## src/rtl/timer_pkg.sv

```systemverilog
// Shared types and constants for the BCD countdown timer.
package timer_pkg;

  typedef enum logic [1:0] {
    IDLE  = 2'd0,
    RUN   = 2'd1,
    PAUSE = 2'd2,
    DONE  = 2'd3
  } state_e;

  localparam int              BCD_W          = 4;
  localparam logic [BCD_W-1:0] BCD_MAX        = 4'd9;
  localparam int              TICK_DIV_100HZ = 500000;

  // Out-of-range preset nibbles saturate to 9 rather than storing non-BCD codes.
  function automatic logic [BCD_W-1:0] bcd_clamp(input logic [BCD_W-1:0] nibble);
    return (nibble > BCD_MAX) ? BCD_MAX : nibble;
  endfunction

endpackage

```

## src/rtl/bcd_digit_down.sv

```systemverilog
// One BCD decade of the down counter: parallel load or borrow-driven decrement.
module bcd_digit_down
  import timer_pkg::*;
(
  input  logic             clock,
  input  logic             RST_N,
  input  logic             load,
  input  logic [BCD_W-1:0] load_digit,
  input  logic             borrow_in,
  output logic [BCD_W-1:0] digit,
  output logic             borrow_out
);

  logic [BCD_W-1:0] digit_q;
  logic [BCD_W-1:0] digit_d;

  always_comb begin
    digit_d = digit_q;
    if (load) begin
      digit_d = load_digit;
    end else if (borrow_in) begin
      digit_d = (digit_q == '0) ? BCD_MAX : (digit_q - 4'd1);
    end
  end

  always_ff @(posedge clock or negedge RST_N) begin
    if (!RST_N) begin
      digit_q <= '0;
    end else begin
      digit_q <= digit_d;
    end
  end

  assign digit      = digit_q;
  assign borrow_out = borrow_in && (digit_q == '0);

endmodule

```

## src/rtl/countdown_timer_bcd.sv

```systemverilog
// 00.00-99.99 s BCD countdown timer with 100 Hz tick, pause/resume and expiry flag.
module countdown_timer_bcd
  import timer_pkg::*;
#(
  parameter int TICK_DIV = TICK_DIV_100HZ
) (
  input  logic        CLK_50M,
  input  logic        RST_N,
  input  logic [15:0] load_value,
  input  logic        load,
  input  logic        start_stop,
  input  logic        SW,
  output logic [7:0]  LED,
  output logic        running,
  output logic        expired
);

  localparam int                PRESC_W    = (TICK_DIV > 2) ? $clog2(TICK_DIV) : 1;
  localparam logic [PRESC_W-1:0] PRESC_LAST = PRESC_W'(TICK_DIV - 1);

  state_e             state_q, state_d;
  logic [PRESC_W-1:0] presc_q, presc_d;
  logic [7:0]         led_q, led_d;
  logic               running_q, running_d;
  logic               expired_q, expired_d;

  logic               tick;
  logic               load_ok;
  logic               count_zero;
  logic               count_one;
  logic [4:0]         borrow;
  logic               unused_borrow;
  logic [BCD_W-1:0]   digit [4];

  assign load_ok   = load && (state_q != RUN);
  assign tick      = (state_q == RUN) && (presc_q == PRESC_LAST);
  assign borrow[0] = tick;
  assign unused_borrow = borrow[4];

  // digit[0]=centi, digit[1]=deci, digit[2]=unit, digit[3]=deca
  for (genvar i = 0; i < 4; i++) begin : g_digit
    bcd_digit_down u_digit (
      .clock      (CLK_50M),
      .RST_N      (RST_N),
      .load       (load_ok),
      .load_digit (bcd_clamp(load_value[i*BCD_W +: BCD_W])),
      .borrow_in  (borrow[i]),
      .digit      (digit[i]),
      .borrow_out (borrow[i+1])
    );
  end

  assign count_zero = (digit[3] == '0) && (digit[2] == '0) && (digit[1] == '0) && (digit[0] == '0);
  assign count_one  = (digit[3] == '0) && (digit[2] == '0) && (digit[1] == '0) && (digit[0] == 4'd1);

  always_ff @(posedge CLK_50M or negedge RST_N) begin
    if (!RST_N) begin
      state_q <= IDLE;
    end else begin
      state_q <= state_d;
    end
  end

  // Load beats start_stop; reaching zero on a tick beats a coincident pause.
  always_comb begin
    state_d = state_q;
    if (load_ok) begin
      state_d = IDLE;
    end else begin
      case (state_q)
        IDLE:    if (start_stop && !count_zero) state_d = RUN;
        RUN: begin
          if (tick && count_one)  state_d = DONE;
          else if (start_stop)    state_d = PAUSE;
        end
        PAUSE:   if (start_stop) state_d = RUN;
        DONE:    state_d = DONE;
        default: state_d = IDLE;
      endcase
    end
  end

  always_comb begin
    presc_d   = '0;
    if ((state_q == RUN) && (state_d == RUN) && !tick) begin
      presc_d = presc_q + 1'b1;
    end
    led_d     = SW ? {digit[3], digit[2]} : {digit[1], digit[0]};
    running_d = (state_d == RUN);
    expired_d = (state_d == DONE);
  end

  always_ff @(posedge CLK_50M or negedge RST_N) begin
    if (!RST_N) begin
      presc_q   <= '0;
      led_q     <= '0;
      running_q <= 1'b0;
      expired_q <= 1'b0;
    end else begin
      presc_q   <= presc_d;
      led_q     <= led_d;
      running_q <= running_d;
      expired_q <= expired_d;
    end
  end

  assign LED     = led_q;
  assign running = running_q;
  assign expired = expired_q;

endmodule

```

## config.mk

```make
export PLATFORM = sky130hd
export DESIGN_NAME = countdown_timer_bcd
export DESIGN_NICKNAME = d
export VERILOG_FILES = /design/src/rtl/timer_pkg.sv /design/src/rtl/bcd_digit_down.sv /design/src/rtl/countdown_timer_bcd.sv
export SDC_FILE = /design/constraint.sdc
export NUM_CORES = 1
export LEC_CHECK = 0
export CAP_MARGIN = 20
export CELL_PAD_IN_SITES_DETAIL_PLACEMENT = 1
export CELL_PAD_IN_SITES_GLOBAL_PLACEMENT = 1
export CORE_ASPECT_RATIO = 1.5
export CORE_MARGIN = 5
export CORE_UTILIZATION = 35
export DETAILED_ROUTE_END_ITERATION = 8
export PLACE_DENSITY = 0.78
export SETUP_SLACK_MARGIN = 0.3
export SLEW_MARGIN = 20
export SYNTH_ARGS = -nofsm -noshare
export SYNTH_HDL_FRONTEND = slang
export SYNTH_SLANG_ARGS = --single-unit
```

## constraint.sdc

```tcl
create_clock -name CLK_50M -period 2.6 [get_ports CLK_50M]
set_clock_uncertainty 0.15 [all_clocks]
set_input_delay 0.52 -clock CLK_50M [delete_from_list [all_inputs] [get_ports CLK_50M]]
set_output_delay 0.52 -clock CLK_50M [all_outputs]
set_load 0.02 [all_outputs]
```

Word-level counts from Yosys, hierarchy flattened
Index checks and enable logic that the tools add are counted.
{"block": "totals", "regBits": 47, "input_bits": 21, "out_inout_bits": 10}
{"block": "op_classes", "add_sub_neg": 5, "magnitude_cmp": 4, "n_eq_ne": 8, "mux": 24, "reduce_logical": 24}
{"op": "$mux 4", "count": 16}
{"op": "$add 19x1->19 const B", "count": 1}
{"op": "$eq 19x19->1 const B", "count": 1}
{"op": "$mux 19", "count": 1}
{"op": "$gt 4x4->1 const B", "count": 4}
{"op": "$logic_not 4->1", "count": 4}
{"op": "$sub 4x1->4 const B", "count": 4}
{"op": "$logic_and 1x1->1", "count": 13}
{"op": "$mux 2", "count": 5}
{"op": "$mux 8", "count": 1}
{"op": "$pmux 2 s4", "count": 1}
{"op": "$reduce_bool 2->1", "count": 4}
{"op": "$eq 2x2->1 const B", "count": 3}
{"op": "$eq 2x1->1 const B", "count": 2}
{"op": "$eq 4x1->1 const B", "count": 1}
{"op": "$logic_not 1->1", "count": 2}
{"op": "$logic_not 2->1", "count": 1}
{"op": "$ne 2x1->1 const B", "count": 1}

Logic depth before layout (Yosys ltp)
Gate-level depths: netlist of the first run.
{"block": "logic_depth", "ltp_word": 13, "depth_mapped": 9, "ltp_nobuf": 6}

Modules after synthesis
A second synthesis of the first run with hierarchy kept.
{"block": "unflattened", "cells_unflattened": 246, "area_unflattened_um2": 2478.6}
{"module": "countdown_timer_bcd", "n_inst": 1, "cells_each": 158, "area_per_inst_um2": 1552.7, "seq_area_each_um2": 775.7}
{"module": "bcd_digit_down", "n_inst": 4, "cells_each": 22, "area_per_inst_um2": 231.5, "seq_area_each_um2": 100.1}

Least setup slack after synthesis of the first run
Ideal clock, no wire load.
{"block": "synth_timing", "path_type": "flip-flop to flip-flop", "start": "register presc_q[0]", "end": "register g_digit[1].u_digit.digit_q[1]", "t_arrival_ns": 1.951, "required_time_ns": 2.368, "setup_slack_ns": 0.417, "path_stages_with_launch": 9, "n_path_buf": 2, "period_less_slack_ns": 2.183, "cell_sequence": "dfrtp_1 -> ha_1 -> and3_1 -> buf_4 -> nand4_2 -> buf_6 -> or2_4 -> or4_1 -> a31oi_1"}
{"block": "synth_between", "elab_chain_len": 4}
{"item": "start: declaration", "line_no": "countdown_timer_bcd.sv:22", "source": "logic [PRESC_W-1:0] presc_q, presc_d;"}
{"item": "start signal: assignment", "line_no": "countdown_timer_bcd.sv:100", "source": "presc_q <= presc_d;"}
{"item": "$eq 19x19->1", "line_no": "countdown_timer_bcd.sv:36", "source": "assign tick = (state_q == RUN) && (presc_q == PRESC_LAST);"}
{"item": "$logic_and 1x1->1", "line_no": "countdown_timer_bcd.sv:36"}
{"item": "$logic_and 1x1->1", "line_no": "bcd_digit_down.sv:35", "source": "assign borrow_out = borrow_in && (digit_q == '0);"}
{"item": "$reduce_bool 2->1 (no line)"}
{"item": "end signal: assignment", "line_no": "bcd_digit_down.sv:30", "source": "digit_q <= digit_d;"}
{"item": "end: declaration", "line_no": "bcd_digit_down.sv:14", "source": "logic [BCD_W-1:0] digit_q;"}
Every way passes these cells.
A chain may end at the register's enable or synchronous reset.

Final worst setup path of the first run
{"block": "layout_timing", "start": "register presc_q[5]", "end": "register g_digit[2].u_digit.digit_q[1]"}
{"block": "layout_between", "elab_chain_len": 5}
{"item": "$eq 19x19->1", "line_no": "countdown_timer_bcd.sv:36"}
{"item": "$logic_and 1x1->1", "line_no": "countdown_timer_bcd.sv:36"}
{"item": "$logic_and 1x1->1 (2 in a row)", "line_no": "bcd_digit_down.sv:35"}
{"item": "$reduce_bool 2->1 (no line)"}
{"item": "end signal: assignment", "line_no": "bcd_digit_down.sv:30"}
{"item": "end: declaration", "line_no": "bcd_digit_down.sv:14"}
Every way passes these cells.

==> run_summary.xml, run 1 <==
<?xml version="1.0" encoding="UTF-8"?>
<metrics>
  <group name="power_and_ir_drop">
    <metric name="cellPowerDensity" unit="mW/mm2">845.9</metric>
    <metric name="p_leak" unit="nW">1.162</metric>
    <metric name="vdd.ir_drop.worst" unit="V">0.0002485</metric>
  </group>
  <group name="cts">
    <metric name="clk_transition_reported_paths" unit="ns">0.08</metric>
    <metric name="clk_root_buffer_cell" unit="">sky130_fd_sc_hd__clkbuf_8</metric>
    <metric name="cts_tree" unit="">yes</metric>
    <metric name="insertion_delay" unit="ns">0.30</metric>
    <metric name="cts_inserted_buffers" unit="">5</metric>
    <metric name="cts_max_path_buffers" unit="">2</metric>
    <metric name="h-tree-depth" unit="">2</metric>
    <metric name="cts.sinks" unit="">47</metric>
  </group>
  <group name="critical_path">
    <metric name="timing.critical_path.fanout_max" unit="">5</metric>
    <metric name="r2r-start" unit="">presc_q[5]</metric>
    <metric name="critical_path.max_stage_delay" unit="ns">0.57</metric>
    <metric name="critical_path_buf_inv_count" unit="">0</metric>
    <metric name="cpMaxStageDelayCell" unit="">sky130_fd_sc_hd__or4_1</metric>
    <metric name="critPathTopFamily" unit="">simple AND/OR/NAND/NOR gates</metric>
    <metric name="crit_required" unit="ns">2.67</metric>
    <metric name="worstRegToRegCells" unit="">5</metric>
    <metric name="crit_path_start" unit="">presc_q[5]</metric>
    <metric name="crit_type" unit="">reg2reg</metric>
    <metric name="critical_path.endpoint_type" unit="">flip-flop</metric>
    <metric name="regToRegEndpoint" unit="">g_digit[2].u_digit.digit[1]</metric>
    <metric name="timing.reg2reg.setup_slack" unit="ns">0.39</metric>
    <metric name="arrival" unit="ns">2.28</metric>
    <metric name="crit_path_cell_trace" unit="">nor4b_4, nand2_2, or4_1, or3_1, a31oi_1</metric>
    <metric name="crit_path_launch_type" unit="">flip-flop</metric>
  </group>
  <group name="synthesis">
    <metric name="yosysWarnings" unit="">0</metric>
    <metric name="mappedNetlistArea" unit="mm2">0.002449</metric>
    <metric name="synth.cells.most_frequent" unit="">sky130_fd_sc_hd__dfrtp_1 (47), sky130_fd_sc_hd__nor2_1 (39), sky130_fd_sc_hd__nand2_1 (21), sky130_fd_sc_hd__o21ai_0 (17), sky130_fd_sc_hd__xnor2_1 (14)</metric>
    <metric name="netlist-cell-type-count" unit="">42</metric>
    <metric name="synthesis.instances" unit="">260</metric>
    <metric name="synthDominantAreaCellType" unit="">sky130_fd_sc_hd__dfrtp_1</metric>
    <metric name="synth.yosys.seq_area_share" unit="%">48.03</metric>
    <metric name="yosys.cell_count.top_type" unit="">sky130_fd_sc_hd__dfrtp_1</metric>
    <metric name="synth-async-reset-ratio" unit="%">100.0</metric>
    <metric name="postSynthNetCount" unit="">282</metric>
    <metric name="syn-mean-instance-area" unit="um2">9.418</metric>
    <metric name="yosys.area.top_type_share" unit="%">48.03</metric>
    <metric name="synth_area_leaders" unit="">sky130_fd_sc_hd__dfrtp_1 (48%), sky130_fd_sc_hd__nor2_1 (6.0%), sky130_fd_sc_hd__xnor2_1 (5.0%), sky130_fd_sc_hd__xor2_1 (3.6%), sky130_fd_sc_hd__o21ai_0 (3.5%)</metric>
    <metric name="synth-main-ff-cell" unit="">sky130_fd_sc_hd__dfrtp_1</metric>
    <metric name="count_of_flip_flops_with_a_built_in_enable_after_synthesis" unit="">0</metric>
    <metric name="postSynthRegisterBits" unit="">47</metric>
  </group>
  <group name="die">
    <metric name="effective_utilization_at_floorplan" unit="%">35.74</metric>
    <metric name="core-area" unit="mm2">0.006852</metric>
    <metric name="die_height" unit="um">112.4</metric>
    <metric name="num_io_pins" unit="">31</metric>
    <metric name="die_w" unit="um">78.30</metric>
    <metric name="placement_rows" unit="">37</metric>
    <metric name="fp.dieArea" unit="mm2">0.008803</metric>
  </group>
  <group name="hold_path">
    <metric name="endpoint_of_the_worst_hold_path" unit="">presc_q[18]</metric>
    <metric name="hold_path_startpoint" unit="">presc_q[18]</metric>
    <metric name="timing.hold.worst.class" unit="">reg2reg</metric>
    <metric name="depth_of_the_worst_hold_timing_path" unit="">2</metric>
  </group>
  <group name="placed_design">
    <metric name="gpl.final_weighted_congestion" unit="">0.8960</metric>
    <metric name="dpl-instance-area" unit="mm2">0.002855</metric>
    <metric name="dp_worst_setup_slack" unit="ns">0.2448</metric>
    <metric name="port_buffers" unit="">30</metric>
    <metric name="place_hpwl" unit="um">4886</metric>
  </group>
  <group name="detailed_routing">
    <metric name="drc_violation_total_after_the_first_tritonroute_iteration" unit="">56</metric>
    <metric name="vias_per_cell" unit="">5.471</metric>
    <metric name="routed_wl" unit="um">6322</metric>
    <metric name="postRouteAntennaNets" unit="">0</metric>
    <metric name="dr_total_vias" unit="">2068</metric>
    <metric name="drt_pass1_iterations" unit="">4</metric>
    <metric name="post-route-drc-count" unit="">0</metric>
    <metric name="routedWlPerCell" unit="um">16.72</metric>
  </group>
  <group name="sta">
    <metric name="timing.final.hold_violations" unit="">0</metric>
    <metric name="final.min_clock_period" unit="ns">2.213</metric>
    <metric name="fin_crit_sh" unit="%">85.11</metric>
    <metric name="maxSlewViolCount" unit="">0</metric>
    <metric name="finalSetupViolations" unit="">0</metric>
    <metric name="clock.fmax" unit="MHz">451.9</metric>
    <metric name="worst_margin_pin_slew" unit="ns">0.6055</metric>
    <metric name="post-route-worst-setup-slack" unit="ns">0.3872</metric>
    <metric name="tns" unit="ns">0</metric>
    <metric name="hold_ws" unit="ns">0.3891</metric>
    <metric name="timing.slew.headroom" unit="%">59.53</metric>
    <metric name="grt_setup_unrepaired" unit="">false</metric>
  </group>
  <group name="run">
    <metric name="drv.max_cap_violation_count" unit="">0</metric>
  </group>
  <group name="final_layout">
    <metric name="antennaDiodeCount" unit="">0</metric>
    <metric name="design_area" unit="mm2">0.002985</metric>
    <metric name="areaGrowthSynthToFinish" unit="%">21.92</metric>
    <metric name="drive_above_1_share" unit="%">12.00</metric>
    <metric name="nets" unit="">322</metric>
  </group>
  <group name="grt">
    <metric name="global_route.overflow_total" unit="">0</metric>
    <metric name="grt_pass1_wl" unit="um">10950</metric>
    <metric name="grt_start_max_net_pins" unit="">32</metric>
    <metric name="via_count_of_the_first_global_routing_pass" unit="">2333</metric>
    <metric name="groute.usage.overall" unit="%">15.67</metric>
    <metric name="initial_antenna_violation_count" unit="">0</metric>
  </group>
  <group name="outcome">
    <metric name="outcome" unit="">complete, no violations</metric>
  </group>
</metrics>
==> per-stage QoR <==
| stage | instances | total power [mW] | utilization, % |
|---|---|---|---|
| floorplan | 260 | 1.672 | - |
| global placement | 367 | 2.062 | 41.67 |
| detailed placement | 367 | 2.095 | 41.67 |
| CTS | 375 | 2.550 | 43.12 |
| global route | 378 | 2.719 | 43.57 |
| finish | 378 | 2.525 | 43.57 |
==> metal layers <==
| metal | global-route usage [%] | routed length [um] |
|---|---|---|
| met3 | 3.612 | 203 |
| met2 | 29.81 | 3616 |
| met5 | 0 | 0 |
| met4 | 6.301 | 143 |
| met1 | 16.19 | 2359 |
==> flip-flops by register name, summed over array words and instances, names as in the netlist <==
name / count
state_q: 2
expired: 1
presc_q: 19
g_digit.u_digit.digit: 16
running: 1
LED: 8
==> what timing repair did <==
action	4_1_cts	5_1_grt
hold buffers	1	0
hold endpoints to repair	13	0
setup endpoints to repair	2	4
setup buffers	0	3
resized for setup	1	4
==> worst max path at each step <==
stage	depth (start not counted)	endpoint	slack [ns]
6_report	5	g_digit[2].u_digit.digit[1]	0.39
4_1_cts	6	g_digit[2].u_digit.digit[1]	0.31
3_5_place_dp	6	g_digit[2].u_digit.digit[1]	0.24
5_1_grt	6	g_digit[2].u_digit.digit[1]	0.29
3_3_place_gp	6	g_digit[2].u_digit.digit[1]	0.34
2_1_floorplan	8	g_digit[1].u_digit.digit[1]	0.42
==> worst reg2reg max path, stage by stage (launching register included) <==
cell and delay, ns:
sky130_fd_sc_hd__dfrtp_2 0.46, sky130_fd_sc_hd__nor4b_4 0.33, sky130_fd_sc_hd__nand2_2 0.13, sky130_fd_sc_hd__or4_1 0.57
sky130_fd_sc_hd__or3_1 0.34, sky130_fd_sc_hd__a31oi_1 0.16
==> power by group <==
part	switching, mW	internal (mW)	leakage (nW)
clock network	0.240	0.209	0.0470
logic	0.462	0.426	0.520
registers	0.242	0.947	0.594
total	0.943	1.58	1.16
==> cell usage in the layout, fill, tap and decap left out, drive strengths merged, types with 2 or more instances in the layout <==
| cell | synthesis | routed |
|---|---|---|
| or3 | 3 | 3 |
| and3 | 4 | 4 |
| nor2b | 2 | 2 |
| and4 | 2 | 2 |
| nand2 | 21 | 21 |
| dfrtp | 47 | 47 |
| nor3 | 7 | 7 |
| nor4 | 7 | 7 |
| xor2 | 10 | 10 |
| nand2b | 2 | 2 |
| nand3 | 10 | 10 |
| and4b | 3 | 3 |
| inv | 8 | 8 |
| mux2 | 6 | 6 |
| nor2 | 39 | 39 |
| buf | 3 | 12 |
| o21ai | 17 | 17 |
| xnor2 | 14 | 14 |
| clkdlybuf4s50 | 0 | 29 |
| or4 | 4 | 4 |
| and2 | 2 | 2 |
| or2 | 3 | 3 |
| clkbuf | 6 | 6 |
| a21oi | 13 | 13 |
| nand4b | 3 | 3 |
| nand4 | 7 | 7 |
| a31oi | 7 | 7 |
==> area by class of cell <==
cell class,count,area (um2)
flip-flops and latches,47,1179
repair buffers,42,387.9
fillers,807,3866
clock inverters,1,5.005
inverters,8,30.03
well taps,78,97.59
clock buffers,6,82.58
multi-input cells,196,1204
==> cell families after synthesis <==
logic type	synth area share (%)
AOI/OAI and AO/OA	9.505
xor gates and xnor gates	8.585
adders and majority gates	0.5109
buffers and inverters	3.117
DFF	48.03
muxes	3.168
and+or+nand+nor	27.08
Power figures use the tool's default switching activity.
==> run 2, diff against run 1 <==
--- a/config.mk
+++ b/config.mk
@@ -14,5 +14,5 @@
 export DETAILED_ROUTE_END_ITERATION = 8
 export PLACE_DENSITY = 0.78
-export SETUP_SLACK_MARGIN = 0.3
+export SETUP_SLACK_MARGIN = 0.5
 export SLEW_MARGIN = 20
 export SYNTH_ARGS = -nofsm -noshare
==> constraint.sdc (replaced) <==
create_clock -name CLK_50M -period 2.6 [get_ports CLK_50M]
set_clock_uncertainty 0.15 [all_clocks]
set_input_delay 0.39 -clock CLK_50M [delete_from_list [all_inputs] [get_ports CLK_50M]]
set_output_delay 0.39 -clock CLK_50M [all_outputs]
set_load 0.02 [all_outputs]
==> run_summary.xml, run 2 (synthesis gave the netlist of run 1 again) <==
<?xml version="1.0" encoding="UTF-8"?>
<metrics>
  <group name="sta">
    <metric name="final.min_clock_period" unit="ns">2.160</metric>
    <metric name="timing.slew.headroom" unit="%">58.25</metric>
    <metric name="grt_setup_unrepaired" unit="">true</metric>
    <metric name="clock.fmax" unit="MHz">462.9</metric>
    <metric name="finalSetupViolations" unit="">0</metric>
    <metric name="tns" unit="ns">0</metric>
    <metric name="fin_crit_sh" unit="%">83.09</metric>
    <metric name="timing.final.hold_violations" unit="">0</metric>
    <metric name="worst_margin_pin_slew" unit="ns">0.6247</metric>
    <metric name="maxSlewViolCount" unit="">0</metric>
    <metric name="post-route-worst-setup-slack" unit="ns">0.4397</metric>
  </group>
  <group name="die">
    <metric name="die_w" unit="um">78.30</metric>
    <metric name="die_height" unit="um">112.4</metric>
    <metric name="num_io_pins" unit="">31</metric>
    <metric name="effective_utilization_at_floorplan" unit="%">35.74</metric>
    <metric name="fp.dieArea" unit="mm2">0.008803</metric>
    <metric name="core-area" unit="mm2">0.006852</metric>
    <metric name="placement_rows" unit="">37</metric>
  </group>
  <group name="placed_design">
    <metric name="gpl.final_weighted_congestion" unit="">0.8271</metric>
    <metric name="dpl-instance-area" unit="mm2">0.002854</metric>
    <metric name="port_buffers" unit="">30</metric>
    <metric name="dp_worst_setup_slack" unit="ns">0.2647</metric>
    <metric name="place_hpwl" unit="um">4802</metric>
  </group>
  <group name="detailed_routing">
    <metric name="postRouteAntennaNets" unit="">0</metric>
    <metric name="dr_total_vias" unit="">2103</metric>
    <metric name="vias_per_cell" unit="">5.477</metric>
    <metric name="routed_wl" unit="um">6615</metric>
    <metric name="drc_violation_total_after_the_first_tritonroute_iteration" unit="">71</metric>
    <metric name="drt_pass1_iterations" unit="">4</metric>
    <metric name="routedWlPerCell" unit="um">17.23</metric>
    <metric name="post-route-drc-count" unit="">0</metric>
  </group>
  <group name="power_and_ir_drop">
    <metric name="cellPowerDensity" unit="mW/mm2">820.6</metric>
    <metric name="vdd.ir_drop.worst" unit="V">0.0002919</metric>
    <metric name="p_leak" unit="nW">1.200</metric>
  </group>
  <group name="critical_path">
    <metric name="crit_type" unit="">reg2reg</metric>
    <metric name="critical_path.endpoint_type" unit="">flip-flop</metric>
    <metric name="crit_required" unit="ns">2.67</metric>
    <metric name="critical_path.max_stage_delay" unit="ns">0.56</metric>
    <metric name="crit_path_launch_type" unit="">flip-flop</metric>
    <metric name="crit_path_cell_trace" unit="">nor4b_4, nand2_2, or4_4, or3_1, a31oi_1</metric>
    <metric name="timing.critical_path.fanout_max" unit="">4</metric>
    <metric name="cpMaxStageDelayCell" unit="">sky130_fd_sc_hd__or4_4</metric>
    <metric name="arrival" unit="ns">2.23</metric>
  </group>
  <group name="final_layout">
    <metric name="final_cell_mix" unit="">sky130_fd_sc_hd__dfrtp_1 (43), sky130_fd_sc_hd__nor2_1 (37), sky130_fd_sc_hd__clkdlybuf4s50_1 (29), sky130_fd_sc_hd__nand2_1 (20), sky130_fd_sc_hd__buf_4 (17)</metric>
    <metric name="nets" unit="">327</metric>
    <metric name="largest-register" unit="">presc_q</metric>
    <metric name="filler_cell_count" unit="">810</metric>
    <metric name="multi_input_comb_area" unit="mm2">0.001282</metric>
    <metric name="drive_above_1_share" unit="%">17.65</metric>
    <metric name="areaGrowthSynthToFinish" unit="%">26.42</metric>
    <metric name="register_area" unit="mm2">0.001181</metric>
    <metric name="mostFrequentLayoutCell" unit="">sky130_fd_sc_hd__dfrtp_1</metric>
    <metric name="antennaDiodeCount" unit="">0</metric>
    <metric name="largest_reg_flops" unit="">19</metric>
    <metric name="design_area" unit="mm2">0.003095</metric>
  </group>
  <group name="grt">
    <metric name="grt_pass1_wl" unit="um">11400</metric>
    <metric name="global_route.overflow_total" unit="">0</metric>
    <metric name="grt_most_used_layer" unit="">met2</metric>
    <metric name="met1_usage" unit="%">17.55</metric>
    <metric name="via_count_of_the_first_global_routing_pass" unit="">2318</metric>
    <metric name="grt_start_max_net_pins" unit="">48</metric>
    <metric name="met2_usage" unit="%">30.55</metric>
    <metric name="routing_usage_on_met3" unit="%">2.970</metric>
    <metric name="initial_antenna_violation_count" unit="">0</metric>
    <metric name="groute.usage.overall" unit="%">16.21</metric>
  </group>
  <group name="run">
    <metric name="drv.max_cap_violation_count" unit="">0</metric>
  </group>
  <group name="cts">
    <metric name="cts_tree" unit="">yes</metric>
    <metric name="clk_transition_reported_paths" unit="ns">0.09</metric>
    <metric name="cts.sinks" unit="">47</metric>
    <metric name="insertion_delay" unit="ns">0.30</metric>
    <metric name="h-tree-depth" unit="">2</metric>
    <metric name="cts-hold-fix-buffers" unit="">0</metric>
    <metric name="cts_max_path_buffers" unit="">2</metric>
    <metric name="clk_root_buffer_cell" unit="">sky130_fd_sc_hd__clkbuf_8</metric>
    <metric name="cts_inserted_buffers" unit="">5</metric>
  </group>
  <group name="hold_path">
    <metric name="timing.hold.worst.class" unit="">in2async</metric>
  </group>
  <group name="outcome">
    <metric name="outcome" unit="">complete, no violations</metric>
  </group>
</metrics>
==> run 2: cell count changes in the layout (fill, tap and decap cells not counted), sizes merged <==
cell	previous run	this run
buf	12	18
clkbuf	6	7
dlygate4sd3	1	0
==> run 2: critical path, delay by kind of cell, from the launching register on <==
kind	cells	cell delay, ns
compound gates	1	0.18
flops	1	0.43
simple gates	4	1.32
==> run 2: area by class of cell <==
cell class	count	share of cell area (%)
inverter	8	0.9701
multi-input combinational	196	41.43
tap	78	3.153
clock buffer	7	2.466
clock inverter	1	0.1617
sequential	47	38.16
timing repair buffer	47	13.66
==> run 2: final timing paths <==
kind | from | end | slack [ns] | cells after the start
max | presc_q[10] | g_digit[2].u_digit.digit[1] | 0.44 | 5
min | RST_N | g_digit[2].u_digit.digit[3] | 0.03 | 2
max reg2reg | presc_q[10] | g_digit[2].u_digit.digit[1] | 0.44 | 5
min reg2reg | presc_q[0] | presc_q[0] | 0.40 | 2
max in group asynchronous | RST_N | presc_q[8] | 1.83 | 2
min in group CLK_50M | presc_q[0] | presc_q[0] | 0.40 | 2
==> run 2: power breakdown <==
group / switching [mW] / leakage, nW / internal, mW / total, mW
combinational: 0.470 / 0.567 / 0.426 / 0.897
sequential: 0.266 / 0.591 / 0.946 / 1.21
clock: 0.242 / 0.0422 / 0.189 / 0.431
==> run 2: per-layer routing <==
layer | vias up | wire length [um] | part of all wire [%]
li1 | 1000 | - | -
met1 | 1058 | 2535 | 38
met2 | 32 | 3776 | 57
met3 | 13 | 171 | 2.6
met4 | 0 | 132 | 2.0
met5 | - | 0 | 0
==> run 2: through the flow <==
stage / hold WS, ns / power [mW] / cells / utilization [%]
2_1_floorplan: -0.05559 / 1.678 / 260 / -
3_3_place_gp: 0.3313 / 2.054 / 364 / 41.65
3_5_place_dp: 0.3620 / 2.092 / 364 / 41.65
4_1_cts: 0.05776 / 2.568 / 380 / 44.10
5_1_grt: 0.08696 / 2.723 / 384 / 45.18
6_report: 0.02548 / 2.540 / 384 / 45.18
==> run 2: repair_timing <==
action | 4_1_cts | 5_1_grt
endpoints found under the setup margin | 27 | 29
resized for setup | 9 | 9
pin swaps | 2 | 5
setup buffers | 8 | 4
